## src/rtl/ahb_fir_stats.sv

```systemverilog
// ahb_fir_stats
//   AHB-lite slave that watches the FIR output stream (out_wave/write_en)
//   alongside the FIFO. It collects per-window statistics: maximum,
//   minimum, signed sum and sample count. At each window end it copies
//   the results into shadow registers and raises a sticky done flag,
//   which can also drive an interrupt. Software reads the results over AHB.
//
// Ports
//   clk, rst            system clock; asynchronous active-high reset
//   hready, hsel        bus ready from the mux, slave select from the decoder
//   haddr, hwrite       address-phase controls; haddr[4:2] select the register
//   hsize, htrans       transfer size (ignored), transfer type
//   hwdata              write data, data phase
//   hrdata              read data, data phase (combinational mux)
//   hreadyout, hresp    always ready, always OKAY
//   out_wave, write_en  FIR output sample and its valid strobe
//   irq                 done & interrupt enable
//
// Register map (byte offset)
//   0x00 CTRL   [0] en, [1] clr (self-clearing), [2] ie, [3] oneshot
//   0x04 STATUS [0] done (W1C), [1] overrun (W1C), [2] busy (RO)
//   0x08 WINLEN window length, clamped to 1..2**WIN_LOG2
//   0x0C COUNT  live sample count
//   0x10 MAX, 0x14 MIN, 0x18 SUMLO, 0x1C SUMHI  shadowed results
module ahb_fir_stats #(
    parameter int AWIDTH   = 32,
    parameter int DWIDTH   = 32,
    parameter int OUT_SIZE = 32,
    parameter int WIN_LOG2 = 8
) (
    input  logic                clk,
    input  logic                rst,
    input  logic                hready,
    input  logic [AWIDTH-1:0]   haddr,
    input  logic                hwrite,
    input  logic [2:0]          hsize,
    input  logic [1:0]          htrans,
    input  logic [DWIDTH-1:0]   hwdata,
    input  logic                hsel,
    output logic [DWIDTH-1:0]   hrdata,
    output logic                hreadyout,
    output logic                hresp,
    input  logic [OUT_SIZE-1:0] out_wave,
    input  logic                write_en,
    output logic                irq
);

    localparam int SUM_W = OUT_SIZE + WIN_LOG2;
    localparam int CNT_W = WIN_LOG2 + 1;

    localparam logic [CNT_W-1:0]           WIN_MAX  = {1'b1, {WIN_LOG2{1'b0}}};
    localparam logic signed [OUT_SIZE-1:0] SMP_POS  = {1'b0, {(OUT_SIZE-1){1'b1}}};
    localparam logic signed [OUT_SIZE-1:0] SMP_NEG  = {1'b1, {(OUT_SIZE-1){1'b0}}};

    // Out-of-range window lengths (0 or above the accumulator capacity) fall
    // back to the maximum so the window always terminates.
    function automatic logic [CNT_W-1:0] clamp_winlen(input logic [DWIDTH-1:0] v);
        if (v == '0 || v > DWIDTH'(WIN_MAX))
            return WIN_MAX;
        else
            return v[CNT_W-1:0];
    endfunction

    function automatic logic signed [OUT_SIZE-1:0] smax(
        input logic signed [OUT_SIZE-1:0] a,
        input logic signed [OUT_SIZE-1:0] b
    );
        return (a > b) ? a : b;
    endfunction

    function automatic logic signed [OUT_SIZE-1:0] smin(
        input logic signed [OUT_SIZE-1:0] a,
        input logic signed [OUT_SIZE-1:0] b
    );
        return (a < b) ? a : b;
    endfunction

    // ---------------- stage p0: AHB address phase ----------------
    logic       vld_p0;
    logic       vld_p1;
    logic [2:0] addr_p1;
    logic       write_p1;

    assign vld_p0 = hsel & hready & htrans[1];

    always_ff @(posedge clk or posedge rst) begin
        if (rst) begin
            vld_p1   <= 1'b0;
            addr_p1  <= '0;
            write_p1 <= 1'b0;
        end else if (hready) begin
            vld_p1   <= vld_p0;
            addr_p1  <= haddr[4:2];
            write_p1 <= hwrite;
        end
    end

    // ---------------- stage p1: AHB data phase ----------------
    logic wr_p1;
    logic rd_p1;
    logic wr_ctrl_p1;
    logic wr_status_p1;
    logic wr_winlen_p1;
    logic clr_p1;

    assign wr_p1        = vld_p1 & write_p1;
    assign rd_p1        = vld_p1 & ~write_p1;
    assign wr_ctrl_p1   = wr_p1 && (addr_p1 == 3'd0);
    assign wr_status_p1 = wr_p1 && (addr_p1 == 3'd1);
    assign wr_winlen_p1 = wr_p1 && (addr_p1 == 3'd2);
    assign clr_p1       = wr_ctrl_p1 & hwdata[1];

    // Control and status state
    logic             ctrl_en;
    logic             ctrl_ie;
    logic             ctrl_oneshot;
    logic             sts_done;
    logic             sts_overrun;
    logic [CNT_W-1:0] winlen;

    // Accumulators and shadows
    logic [CNT_W-1:0]           cnt;
    logic signed [OUT_SIZE-1:0] max_acc;
    logic signed [OUT_SIZE-1:0] min_acc;
    logic signed [SUM_W-1:0]    sum_acc;
    logic signed [OUT_SIZE-1:0] shd_max;
    logic signed [OUT_SIZE-1:0] shd_min;
    logic signed [SUM_W-1:0]    shd_sum;

    // Next-sample values; a clear in the same cycle drops the sample.
    logic                       accept;
    logic                       win_end;
    logic signed [OUT_SIZE-1:0] smp;
    logic [CNT_W-1:0]           cnt_inc;
    logic signed [OUT_SIZE-1:0] max_new;
    logic signed [OUT_SIZE-1:0] min_new;
    logic signed [SUM_W-1:0]    sum_new;

    assign smp     = out_wave;
    assign accept  = ctrl_en & write_en & ~clr_p1;
    assign cnt_inc = cnt + CNT_W'(1);
    assign max_new = smax(max_acc, smp);
    assign min_new = smin(min_acc, smp);
    assign sum_new = sum_acc + SUM_W'(smp);
    // ">=" lets a shortened WINLEN close the window on the next sample.
    assign win_end = accept & (cnt_inc >= winlen);

    always_ff @(posedge clk or posedge rst) begin
        if (rst) begin
            cnt     <= '0;
            max_acc <= SMP_NEG;
            min_acc <= SMP_POS;
            sum_acc <= '0;
        end else if (clr_p1 || win_end) begin
            cnt     <= '0;
            max_acc <= SMP_NEG;
            min_acc <= SMP_POS;
            sum_acc <= '0;
        end else if (accept) begin
            cnt     <= cnt_inc;
            max_acc <= max_new;
            min_acc <= min_new;
            sum_acc <= sum_new;
        end
    end

    always_ff @(posedge clk or posedge rst) begin
        if (rst) begin
            shd_max <= '0;
            shd_min <= '0;
            shd_sum <= '0;
        end else if (win_end) begin
            shd_max <= max_new;
            shd_min <= min_new;
            shd_sum <= sum_new;
        end
    end

    always_ff @(posedge clk or posedge rst) begin
        if (rst) begin
            ctrl_en      <= 1'b0;
            ctrl_ie      <= 1'b0;
            ctrl_oneshot <= 1'b0;
        end else begin
            if (wr_ctrl_p1) begin
                ctrl_en      <= hwdata[0];
                ctrl_ie      <= hwdata[2];
                ctrl_oneshot <= hwdata[3];
            end
            if (win_end && ctrl_oneshot)
                ctrl_en <= 1'b0;
        end
    end

    // Hardware set takes priority over a simultaneous software clear.
    always_ff @(posedge clk or posedge rst) begin
        if (rst) begin
            sts_done    <= 1'b0;
            sts_overrun <= 1'b0;
        end else begin
            sts_done    <= win_end | (sts_done & ~(wr_status_p1 & hwdata[0]));
            sts_overrun <= (win_end & sts_done)
                         | (sts_overrun & ~(wr_status_p1 & hwdata[1]));
        end
    end

    always_ff @(posedge clk or posedge rst) begin
        if (rst)
            winlen <= WIN_MAX;
        else if (wr_winlen_p1)
            winlen <= clamp_winlen(hwdata);
    end

    // Read mux
    logic                  busy;
    logic [2*DWIDTH-1:0]   sum_ext;
    logic [DWIDTH-1:0]     rdata;

    assign busy    = ctrl_en & (cnt != '0);
    assign sum_ext = (2*DWIDTH)'(shd_sum);

    always_comb begin
        rdata = '0;
        if (rd_p1) begin
            case (addr_p1)
                3'd0:    rdata = {{(DWIDTH-4){1'b0}}, ctrl_oneshot, ctrl_ie, 1'b0, ctrl_en};
                3'd1:    rdata = {{(DWIDTH-3){1'b0}}, busy, sts_overrun, sts_done};
                3'd2:    rdata = DWIDTH'(winlen);
                3'd3:    rdata = DWIDTH'(cnt);
                3'd4:    rdata = DWIDTH'(shd_max);
                3'd5:    rdata = DWIDTH'(shd_min);
                3'd6:    rdata = sum_ext[DWIDTH-1:0];
                3'd7:    rdata = sum_ext[2*DWIDTH-1:DWIDTH];
                default: rdata = '0;
            endcase
        end
    end

    assign hrdata    = rdata;
    assign hreadyout = 1'b1;
    assign hresp     = 1'b0;
    assign irq       = sts_done & ctrl_ie;

    logic unused_ok;
    assign unused_ok = &{1'b0, haddr[AWIDTH-1:5], haddr[1:0], hsize, htrans[0]};

endmodule
```

## config.mk

```make
export PLATFORM = sky130hd
export DESIGN_NAME = ahb_fir_stats
export DESIGN_NICKNAME = d
export VERILOG_FILES = /design/src/rtl/ahb_fir_stats.sv
export SDC_FILE = /design/constraint.sdc
export NUM_CORES = 1
export LEC_CHECK = 0
export CAP_MARGIN = 20
export CELL_PAD_IN_SITES_DETAIL_PLACEMENT = 1
export CELL_PAD_IN_SITES_GLOBAL_PLACEMENT = 2
export CORE_ASPECT_RATIO = 1.75
export CORE_MARGIN = 2
export CORE_UTILIZATION = 37
export DETAILED_ROUTE_END_ITERATION = 10
export PLACE_DENSITY_LB_ADDON = 0.12
export SETUP_SLACK_MARGIN = 0.2
export SLEW_MARGIN = 10
export SYNTH_ARGS = -nofsm -noshare
export SYNTH_HDL_FRONTEND = slang
export SYNTH_SLANG_ARGS = --single-unit
```

## constraint.sdc

```tcl
create_clock -name clk -period 10.31 [get_ports clk]
set_input_delay 1.5465 -clock clk [delete_from_list [all_inputs] [get_ports clk]]
set_output_delay 1.5465 -clock clk [all_outputs]
set_load 0.01 [all_outputs]
```

# Word-level counts from Yosys, hierarchy flattened
# Cells that the tools add are included.
dict set report op_classes {
  muxes 15
  n_eq_ne 7
  addsub 2
  n_bitwise 21
  order_cmp 4
  reduce_logical 11
}
# operator count
set ops {}
lappend ops {{case mux 32 bit (8 select lines)} 1}
lappend ops {{two-way mux 32 bit} 7}
lappend ops {{two-way mux 40 bit} 2}
lappend ops {{adder 40 x 32 -> 40 bit} 1}
lappend ops {{> comparator 32 bit} 1}
lappend ops {{> comparator 32 x 9 -> 1 bit, second input constant} 1}
lappend ops {{logical NOT 32 bit} 1}
lappend ops {{< comparator 32 bit} 1}
lappend ops {{two-way mux 9 bit} 3}
lappend ops {{AND 1 bit} 15}
lappend ops {{equality test 3 bit, second input constant} 4}
lappend ops {{adder 9 x 1 -> 9 bit, second input constant} 1}
lappend ops {{greater-or-equal comparator 9 bit} 1}
lappend ops {{nonzero test 9 bit} 1}
lappend ops {{equality test 3 x 2 -> 1 bit, second input constant} 2}
lappend ops {{logical AND 1 bit} 4}
lappend ops {{NOT 1 bit} 4}
lappend ops {{nonzero test 2 bit} 2}
lappend ops {{equality test 3 x 1 -> 1 bit, second input constant} 1}
lappend ops {{logical NOT 3 bit} 1}
lappend ops {{logical OR 1 bit} 2}
lappend ops {{two-way mux 1 bit} 2}
lappend ops {{OR 1 bit} 2}
dict set report totals {
  input_bits 107
  out_inout_bits 35
  regBits 236
}

# Longest topological paths before layout
# Gate-level depths: netlist of run 1.
dict set report logic_depth {
  word_depth 8
  ltp_mapped 13
}

# Worst setup path after synthesis of run 1
# Ideal clock, no wire load.
dict set report synth_timing {
  kind {input-to-reg}
  from {input out_wave[31]}
  to {register min_acc[0]}
  path_buffers 1
  cell_stages 11
  t_arrival_ps 4340
  path_slack_ps 5890
  setup_time_ps 80
  cell_sequence {clkinv_1 ha_1 nand4_1 or3_1 or2_0 or4_1 o21ai_4 xor2_4 or2b_2 buf_6 o22a_1}
}
dict set report synth_via {
  elab_chain_cells 4
}
# element line_no
set synth_lines {}
lappend synth_lines {{start: declaration} 43} ;# input logic [OUT_SIZE-1:0] out_wave,
lappend synth_lines {{< comparator 32 bit} 75} ;# return (a < b) ? a : b;
lappend synth_lines {{two-way mux 32 bit} 75}
lappend synth_lines {{two-way mux 32 bit} 159} ;# end else if (accept) begin
lappend synth_lines {{two-way mux 32 bit} 154} ;# end else if (clr_p1 || win_end) begin
lappend synth_lines {{end signal: assignment} 162} ;# min_acc <= min_new;
lappend synth_lines {{end: declaration} 124} ;# logic signed [OUT_SIZE-1:0] min_acc;
# No other way between the ends. The select of a mux whose other input is x is not followed.
# A chain may end at the register's enable or synchronous reset.

# Worst setup path after layout of run 1
dict set report layout_timing {
  from {input out_wave[31]}
  to {register min_acc[9]}
}
# The elaborated chain is that of the path after synthesis.

==> reports/qor.yml, run 1 <==
synth_most_common_cell: "dfrtp_1"
critical_path_class: "in -> reg"
p_sw_mw: 1.664
power_frac_seq: 0.317
track_usage: 0.2461
io_buffers: 106
seq_area_frac_synth: 0.4123
synth_warnings: 0
area_growth_pct: 16.73
seqCellArea_um2: 5947
cts_buffer_depth: 3
final_nets: 1815
yosys.area.top_type: "dfrtp_1"
p_sw_frac: 0.3989
r2r_slack_ps: 5680
end_kind: "flop"
drc: 0
design.die.area_um2: 40640
ctsResizeCount: 0
ys.flop_type: "dfrtp_1"
critPathArrivalTime_ps: 6750
via_per_inst: 5.841
synth_common_cells: "dfrtp_1, nand2_1, ha_1"
grt_pass1_vias: 13380
gr-total-overflow: 0
fillCellCount: 4407
worst_pin_slew_ps: 969.0
fp-row-count: 95
min_path_type: "reg -> reg"
grt_pass1_wl_mm: 78.03
cts_tree: "done"
crit_slowest_cell: "or2b_2"
finalSetupViolations: 0
drive_gt1_frac: 0.08488
skew_ps: 22.71
intPower_mw: 2.508
synth_edf_count: 0
hpwl_mm: 35.02
ys_types: 70
tns_ps: 0
clock-sinks: 236
required_ps: 10790
routabilityCongestion: 0.8467
antenna_found_initial: 0
max_cap_viol_count: 0
status: "finished, final reports clean"
cts_setup_buffers: 0
finalHoldViolCount: 0
totalWireLength_mm: 49.95
min_period_over_period: 0.6086
clock_latency_ps: 550
start_util: 0.3757
crit_family: "simple AND/OR/NAND/NOR gates"
relSlewSlack: 0.3540
syn_inst: 1532
wire_per_inst_um: 23.80
worstPathMaxFanout: 33
n_antenna_cell: 0
postCtsHoldBufs: 0
yosysTopAreaCellShare: 0.3522
cts.root.buffer_cell: "clkbuf_16"
first_pass_iters: 4
multiInputGateArea_um2: 7866
cts_htree_levels: 1
fp.dieH_um: 265.2
min_period_ps: 6274
finalPower_mw: 4.172
synth_area_um2: 14420
whs_endpoint: "shd_sum[0]"
synthesis.nets: 1753
p_leak_nw: 7.719
min_path_cells: 2
cp_slowest_stage_delay_ps: 820
max_freq_mhz: 159.4
cts_buffers: 27
combPwrFrac: 0.444
avgSynthCellArea_um2: 9.414
clk_pin_slew_ps: 60
die_x_um: 153.2
drt_iter0_drc: 510
ys_top_cells_by_area: "dfrtp_1, ha_1, dfstp_2, nand2_1, a22o_1"
vias: 12260
postRouteAntennaNets: 0
slew_viol_final: 0
critPathBufInv: 3
ff2ff_path_depth: 11
startpoint_type: "primary input"
rr_startpoint: "max_acc[7]"
power.density_nw_per_um2: 247.8
peakVddDrop_mv: 0.1640
ys_async_sr_fraction: 1.000
r2r-end: "max_acc[16]"
io_pins: 142
rsz0062_at_grt: "no"
ys_ff_latch: 236
clock_power_share: 0.240
hp-start: "shd_sum[0]"
core_um2: 38390
final_area_um2: 16840
grt_start_max_net_pins: 123
place_area_um2: 15900
worstPathCellList: "clkdlybuf4s50_1 > clkinv_1 > ha_1 > nand4_1 > or3_1 > or2_0 > or4_1 > o21ai_4 > xor2_4 > buf_4 > or2b_2 > o22a_1"
## registers in the layout, indices dropped and copies added (netlist names)
name,count
shd_min,32
vld_p1,1
sts_done,1
winlen,9
sts_overrun,1
addr_p1,3
shd_max,32
write_p1,1
max_acc,32
sum_acc,40
ctrl_oneshot,1
min_acc,32
shd_sum,40
ctrl_en,1
ctrl_ie,1
cnt,9
## placed cells by master, fill, tap and decap left out, drive strengths merged, types with 4 or more instances in the layout
cell type        n
nand2b          10
a211oi           5
a21oi           72
o21a            10
inv             57
o22a            31
mux2i           38
nand4           20
nand3           56
mux2            13
clkinv           8
clkdlybuf4s50  106
nand2          195
o211ai           5
clkinvlp         4
o21ai           93
dfstp           33
clkbuf          37
xnor2           31
nor2            75
buf             23
a22oi           27
a31oi           65
nor4            11
ha             113
a221oi           7
a21o            82
and3            12
xor2            14
dfrtp          203
a22o            82
nor3            13
nor2b            9
## per-stage QoR
stage               hold WS (ps)  instances  utilization  worst slack [ps]
floorplan                  432.8       1532            -              2343
global placement           461.2       2048       0.4133              3567
detailed placement         468.0       2049       0.4140              3482
CTS                        482.2       2098       0.4378              4038
global route               510.7       2099       0.4385              3820
finish                     478.1       2099       0.4385              4036
## how the worst max path moves through the flow
stage,startpoint,endpoint,slack [ps],cells past startpoint
6_report,out_wave[31],min_acc[9],4040,12
3_5_place_dp,out_wave[31],min_acc[14],3480,12
2_1_floorplan,rst,addr_p1[0],2340,1
4_1_cts,out_wave[31],min_acc[11],4040,12
5_1_grt,out_wave[31],min_acc[9],3820,12
3_3_place_gp,out_wave[31],min_acc[3],3570,12
## worst min-delay path, stage by stage (launching register included)
cell and delay (ps):
dfrtp_1 340, nand2_1 50, nand2_1 50
## power by group through the flow
stage / sequential [mW] / combinational [mW] / clock [mW]
after floorplan: 1.27 / 1.37 / 0
after global placement: 1.33 / 1.81 / 0
after detailed placement: 1.33 / 1.85 / 0
after CTS: 1.32 / 1.87 / 1.02
after global routing: 1.35 / 2.04 / 1.06
final: 1.32 / 1.85 / 1.00
## cell families (layout without fill, tap and decap cells)
group           after synthesis  after routing  synth area share
flops                       236            236            0.4123
fa+ha+maj                   114            114           0.09942
mux                          52             52           0.03808
compound gates              507            507            0.2434
other cells                   2              2         0.0005207
buf+inv                     155            237           0.04572
simple gates                421            421            0.1319
xor+xnor                     45             45           0.02863
## cell type report
| cell class | count | area share |
|---|---|---|
| Inverter | 59 | 0.01360 |
| Timing Repair Buffer | 129 | 0.07565 |
| Clock inverter | 12 | 0.007134 |
| Multi-Input combinational cell | 1141 | 0.4672 |
| Clock buffer | 37 | 0.04712 |
| Tap cell | 485 | 0.03604 |
| Sequential cell | 236 | 0.3532 |
## routing by layer
metal	vias up	share of wire	global-route usage	wire (um)
li1	5746	-	-	-
met1	6193	0.38	0.2675	19040
met2	222	0.54	0.4719	26840
met3	100	0.028	0.02444	1406
met4	0	0.053	0.1174	2658
met5	-	0	0	0
(Power assumes the default switching activity.)
==> run 2: changes to the inputs <==
Settings changed: CORE_UTILIZATION 37 to 33.
Clock period 10.31 ns to 5.2 ns, I/O delays scaled along.
==> run 2 against run 1 <==
  * Highest routed layer unchanged
  * Critical endpoint is now hrdata[31]
  * Largest power group unchanged
  * First-iteration DRC count down 7.3%
  * Via count down 0.79%
  * Worst setup slack worse by 3400 ps
==> reports/qor.yml, run 2 (synthesized netlist as in run 1, its figures left out) <==
power_frac_seq: 0.316
drive_gt1_frac: 0.09480
seqCellArea_um2: 5947
antenna_found_initial: 0
first_pass_iters: 4
max_freq_mhz: 217.6
postRouteAntennaNets: 0
finalWorstSetupSlack_ps: 603.9
finalHoldViolCount: 0
cts_htree_levels: 1
finalCoreUtilization: 0.3966
min_path_type: "reg -> reg"
postCtsHoldBufs: 0
die_x_um: 162.0
tns_ps: 0
cts_tree: "done"
area_growth_pct: 18.86
clock-sinks: 236
critical_path_class: "reg -> out"
whs_ps: 474.9
largestRegisters: "shd_sum: 40 flops, sum_acc: 40 flops"
gr-total-overflow: 0
drt_iter0_drc: 473
wire_per_inst_um: 23.52
vias: 12160
finalPower_mw: 8.324
ctsResizeCount: 0
min_period_ps: 4596
clock_power_share: 0.233
hpwl_mm: 37.78
p_sw_mw: 3.305
place_area_um2: 16260
min_period_over_period: 0.8839
fp.dieH_um: 280.6
max_cap_viol_count: 0
cts_buffer_depth: 3
placed_cells: 2154
cts_setup_buffers: 0
design.die.area_um2: 45460
cts_buffers: 26
intPower_mw: 5.019
relSlewSlack: 0.4030
power.density_nw_per_um2: 485.6
grt_start_max_net_pins: 121
via_per_inst: 5.527
combPwrFrac: 0.451
end_kind: "primary output"
skew_ps: 10.10
peakVddDrop_mv: 0.2418
r2r_slack_ps: 1340
p_sw_frac: 0.3970
preCtsSetupSlack_ps: 610.3
final_common_cell: "dfrtp_1"
totalWireLength_mm: 51.76
routabilityCongestion: 0.8119
worstPathMaxFanout: 24
critPathArrivalTime_ps: 3820
grt_pass1_vias: 13460
drc: 0
fillCellCount: 4954
finalSetupViolations: 0
required_ps: 4420
rsz0062_at_grt: "no"
p_leak_nw: 7.835
fin_cells: 2201
track_usage: 0.2318
io_pins: 142
final_area_um2: 17140
cts.root.buffer_cell: "clkbuf_16"
startpoint_type: "flop"
clk_pin_slew_ps: 60
fp-row-count: 101
clock_latency_ps: 560
grt_pass1_wl_mm: 80.50
multiInputGateArea_um2: 7874
status: "finished, final reports clean"
final_nets: 1837
io_buffers: 106
core_um2: 43220
slew_viol_final: 0
n_antenna_cell: 0
most-common-layout-cells: "dfrtp_1, nand2_1, ha_1"
worst_pin_slew_ps: 895.6
start_util: 0.3337
[run 2: layout make-up]
type,instances,share of cell area
clock buffers,42,0.04854
repair buffers,152,0.08788
inverters,59,0.01314
multi-input cells,1141,0.4593
flip-flops and latches,236,0.3469
clock inverters,5,0.002919
well taps,566,0.04131
[run 2: final timing paths]
check                       startpoint           to  depth (start not counted)
max                         addr_p1[1]   hrdata[31]                          6
min                        shd_sum[23]  shd_sum[23]                          2
max reg2reg                     cnt[0]  min_acc[26]                         12
min reg2reg                shd_sum[23]  shd_sum[23]                          2
max in group asynchronous          rst  shd_min[24]                          3
min in group asynchronous          rst   max_acc[4]                          2
[run 2: critical path: stages (launching register included)]
cell and delay, ps:
dfrtp_1 920, nor2_1 130, nand2_1 210, nand2_1 530, buf_4 450, a31oi_1 380, clkdlybuf4s50_1 620
[run 2: power groups by stage]
stage               Sequential, mW  Combinational [mW]  Clock, mW
finish                        2.63                3.76       1.94
global route                  2.68                4.17       2.07
CTS                           2.63                3.82       2.00
detailed placement            2.66                3.80          0
global placement              2.65                3.72          0
floorplan                     2.52                2.72          0
[run 2: metal layers]
metal / GRT usage / wire length (um)
met3: 0.01803 / 1129
met1: 0.2516 / 19590
met5: 0 / 0
met4: 0.08464 / 1990
met2: 0.4601 / 29050
==> run 3: changes to the inputs <==
Settings changed: CORE_MARGIN 2 to default.
==> run 3 against run 2 <==
  * Global-route usage increased by 0.93 points
  * Non-clock buffer count increased by 7
  * Combinational power increased by 2%
  * Critical path depth increased by 7
  * Critical endpoint is now shd_max[27]
  * Largest power group unchanged
==> reports/qor.yml, run 3 (synthesized netlist as in run 1, its figures left out) <==
peakVddDrop_mv: 0.3117
area_growth_pct: 20.27
required_ps: 5680
skew_ps: 14.21
n_antenna_cell: 0
power.density_nw_per_um2: 497.7
multiInputGateArea_um2: 7874
cts_htree_levels: 1
clk_pin_slew_ps: 60
cts.root.buffer_cell: "clkbuf_16"
core_um2: 43220
final_common_cell: "dfrtp_1"
grt_pass1_wl_mm: 82.14
fp.dieH_um: 278.6
cpMostUsedCell: "a21o_1"
postRouteAntennaNets: 0
io_pins: 142
crit_family: "compound AO/OA/AOI/OAI gates"
grt_pass1_vias: 13730
critPathBufInv: 3
worstPathMaxFanout: 54
cts_buffer_depth: 3
max_freq_mhz: 240.3
relSlewSlack: 0.2221
most-common-layout-cells: "dfrtp_1, nand2_1, ha_1"
die_x_um: 160.0
path_depth: 13
worstPathCellList: "clkdlybuf4s50_1 > inv_1 > ha_1 > a21o_1 > a21o_1 > a21oi_1 > o21a_1 > o211ai_1 > a221oi_1 > o21a_2 > buf_4 > nand3_1 > a31oi_1"
io_buffers: 106
drt_iter0_drc: 423
finalCoreUtilization: 0.4014
p_leak_nw: 7.934
gr-total-overflow: 0
finalHoldViolCount: 0
finalSetupViolations: 0
min_period_over_period: 0.8002
clock-sinks: 236
wire_per_inst_um: 23.71
rsz0062_at_grt: "no"
min_path_cells: 2
fillCellCount: 4932
first_pass_iters: 5
drc: 0
status: "finished, final reports clean"
worst_pin_slew_ps: 1167
crit_slowest_cell: "clkdlybuf4s50_1"
via_per_inst: 5.560
totalWireLength_mm: 52.46
antenna_found_initial: 0
min_period_ps: 4161
final_nets: 1846
slew_viol_final: 0
min_path_type: "reg -> reg"
postCtsHoldBufs: 0
critPathArrivalTime_ps: 4640
track_usage: 0.2411
cts_tree: "done"
cts_buffers: 28
largestRegisters: "shd_sum: 40 flops, sum_acc: 40 flops"
ff2ff_path_depth: 13
critical_path_class: "in -> reg"
seqCellArea_um2: 5947
drive_gt1_frac: 0.1008
finalPower_mw: 8.633
cts_setup_buffers: 0
startpoint_type: "primary input"
vias: 12300
hpwl_mm: 38.10
start_util: 0.3337
max_cap_viol_count: 0
clock_latency_ps: 570
tns_ps: 0
grt_start_max_net_pins: 132
cp_slowest_stage_delay_ps: 680
design.die.area_um2: 44580
fp-row-count: 101
ctsResizeCount: 0
routabilityCongestion: 0.8733
end_kind: "flop"
-- run 3: path summary, 6_finish.rpt --
| check | start | end | slack (ps) |
|---|---|---|---|
| worst max-delay path | out_wave[5] | shd_max[27] | 1040 |
| worst min-delay path | shd_sum[32] | shd_sum[32] | 470 |
| worst max register to register | cnt[0] | min_acc[30] | 1210 |
| worst min register to register | shd_sum[32] | shd_sum[32] | 470 |
| max in group asynchronous | rst | shd_sum[26] | 3270 |
| min in group asynchronous | rst | max_acc[0] | 680 |
-- run 3: tightest hold or removal path, cell delays in order, from the launching register on --
cell     delay [ps]
dfrtp_1         340
nand2_1          50
nand2_1          50
-- run 3: report_power, final --
| part | switching [mW] | total (mW) | internal, mW |
|---|---|---|---|
| Clock | 0.857 | 2.19 | 1.33 |
| Combinational | 2.23 | 3.83 | 1.60 |
| Sequential | 0.324 | 2.62 | 2.29 |
| Total | 3.41 | 8.63 | 5.22 |
-- run 3: cell type report --
class | count | share of cell area
Clock buffer | 43 | 0.04948
Inverter | 59 | 0.01298
Sequential cell | 236 | 0.3428
Timing Repair Buffer | 159 | 0.09146
Tap cell | 566 | 0.04083
Multi-Input combinational cell | 1141 | 0.4539
Clock inverter | 9 | 0.008511
-- run 3: stage by stage --
stage	hold slack [ps]	instances	worst slack, ps	area [um2]
floorplan	432.8	1532	1355	14430
global placement	457.8	2159	458.4	16300
detailed placement	461.2	2161	425.1	16340
CTS	478.6	2213	1021	17350
global route	501.5	2213	901.1	17350
finish	472.2	2213	1039	17350
-- run 3: layer usage --
metal,share of wire,track usage,vias up
li1,-,-,5798
met4,0.060,0.1343,0
met1,0.38,0.2586,6132
met2,0.53,0.4548,248
met5,0,0,-
met3,0.027,0.02548,126
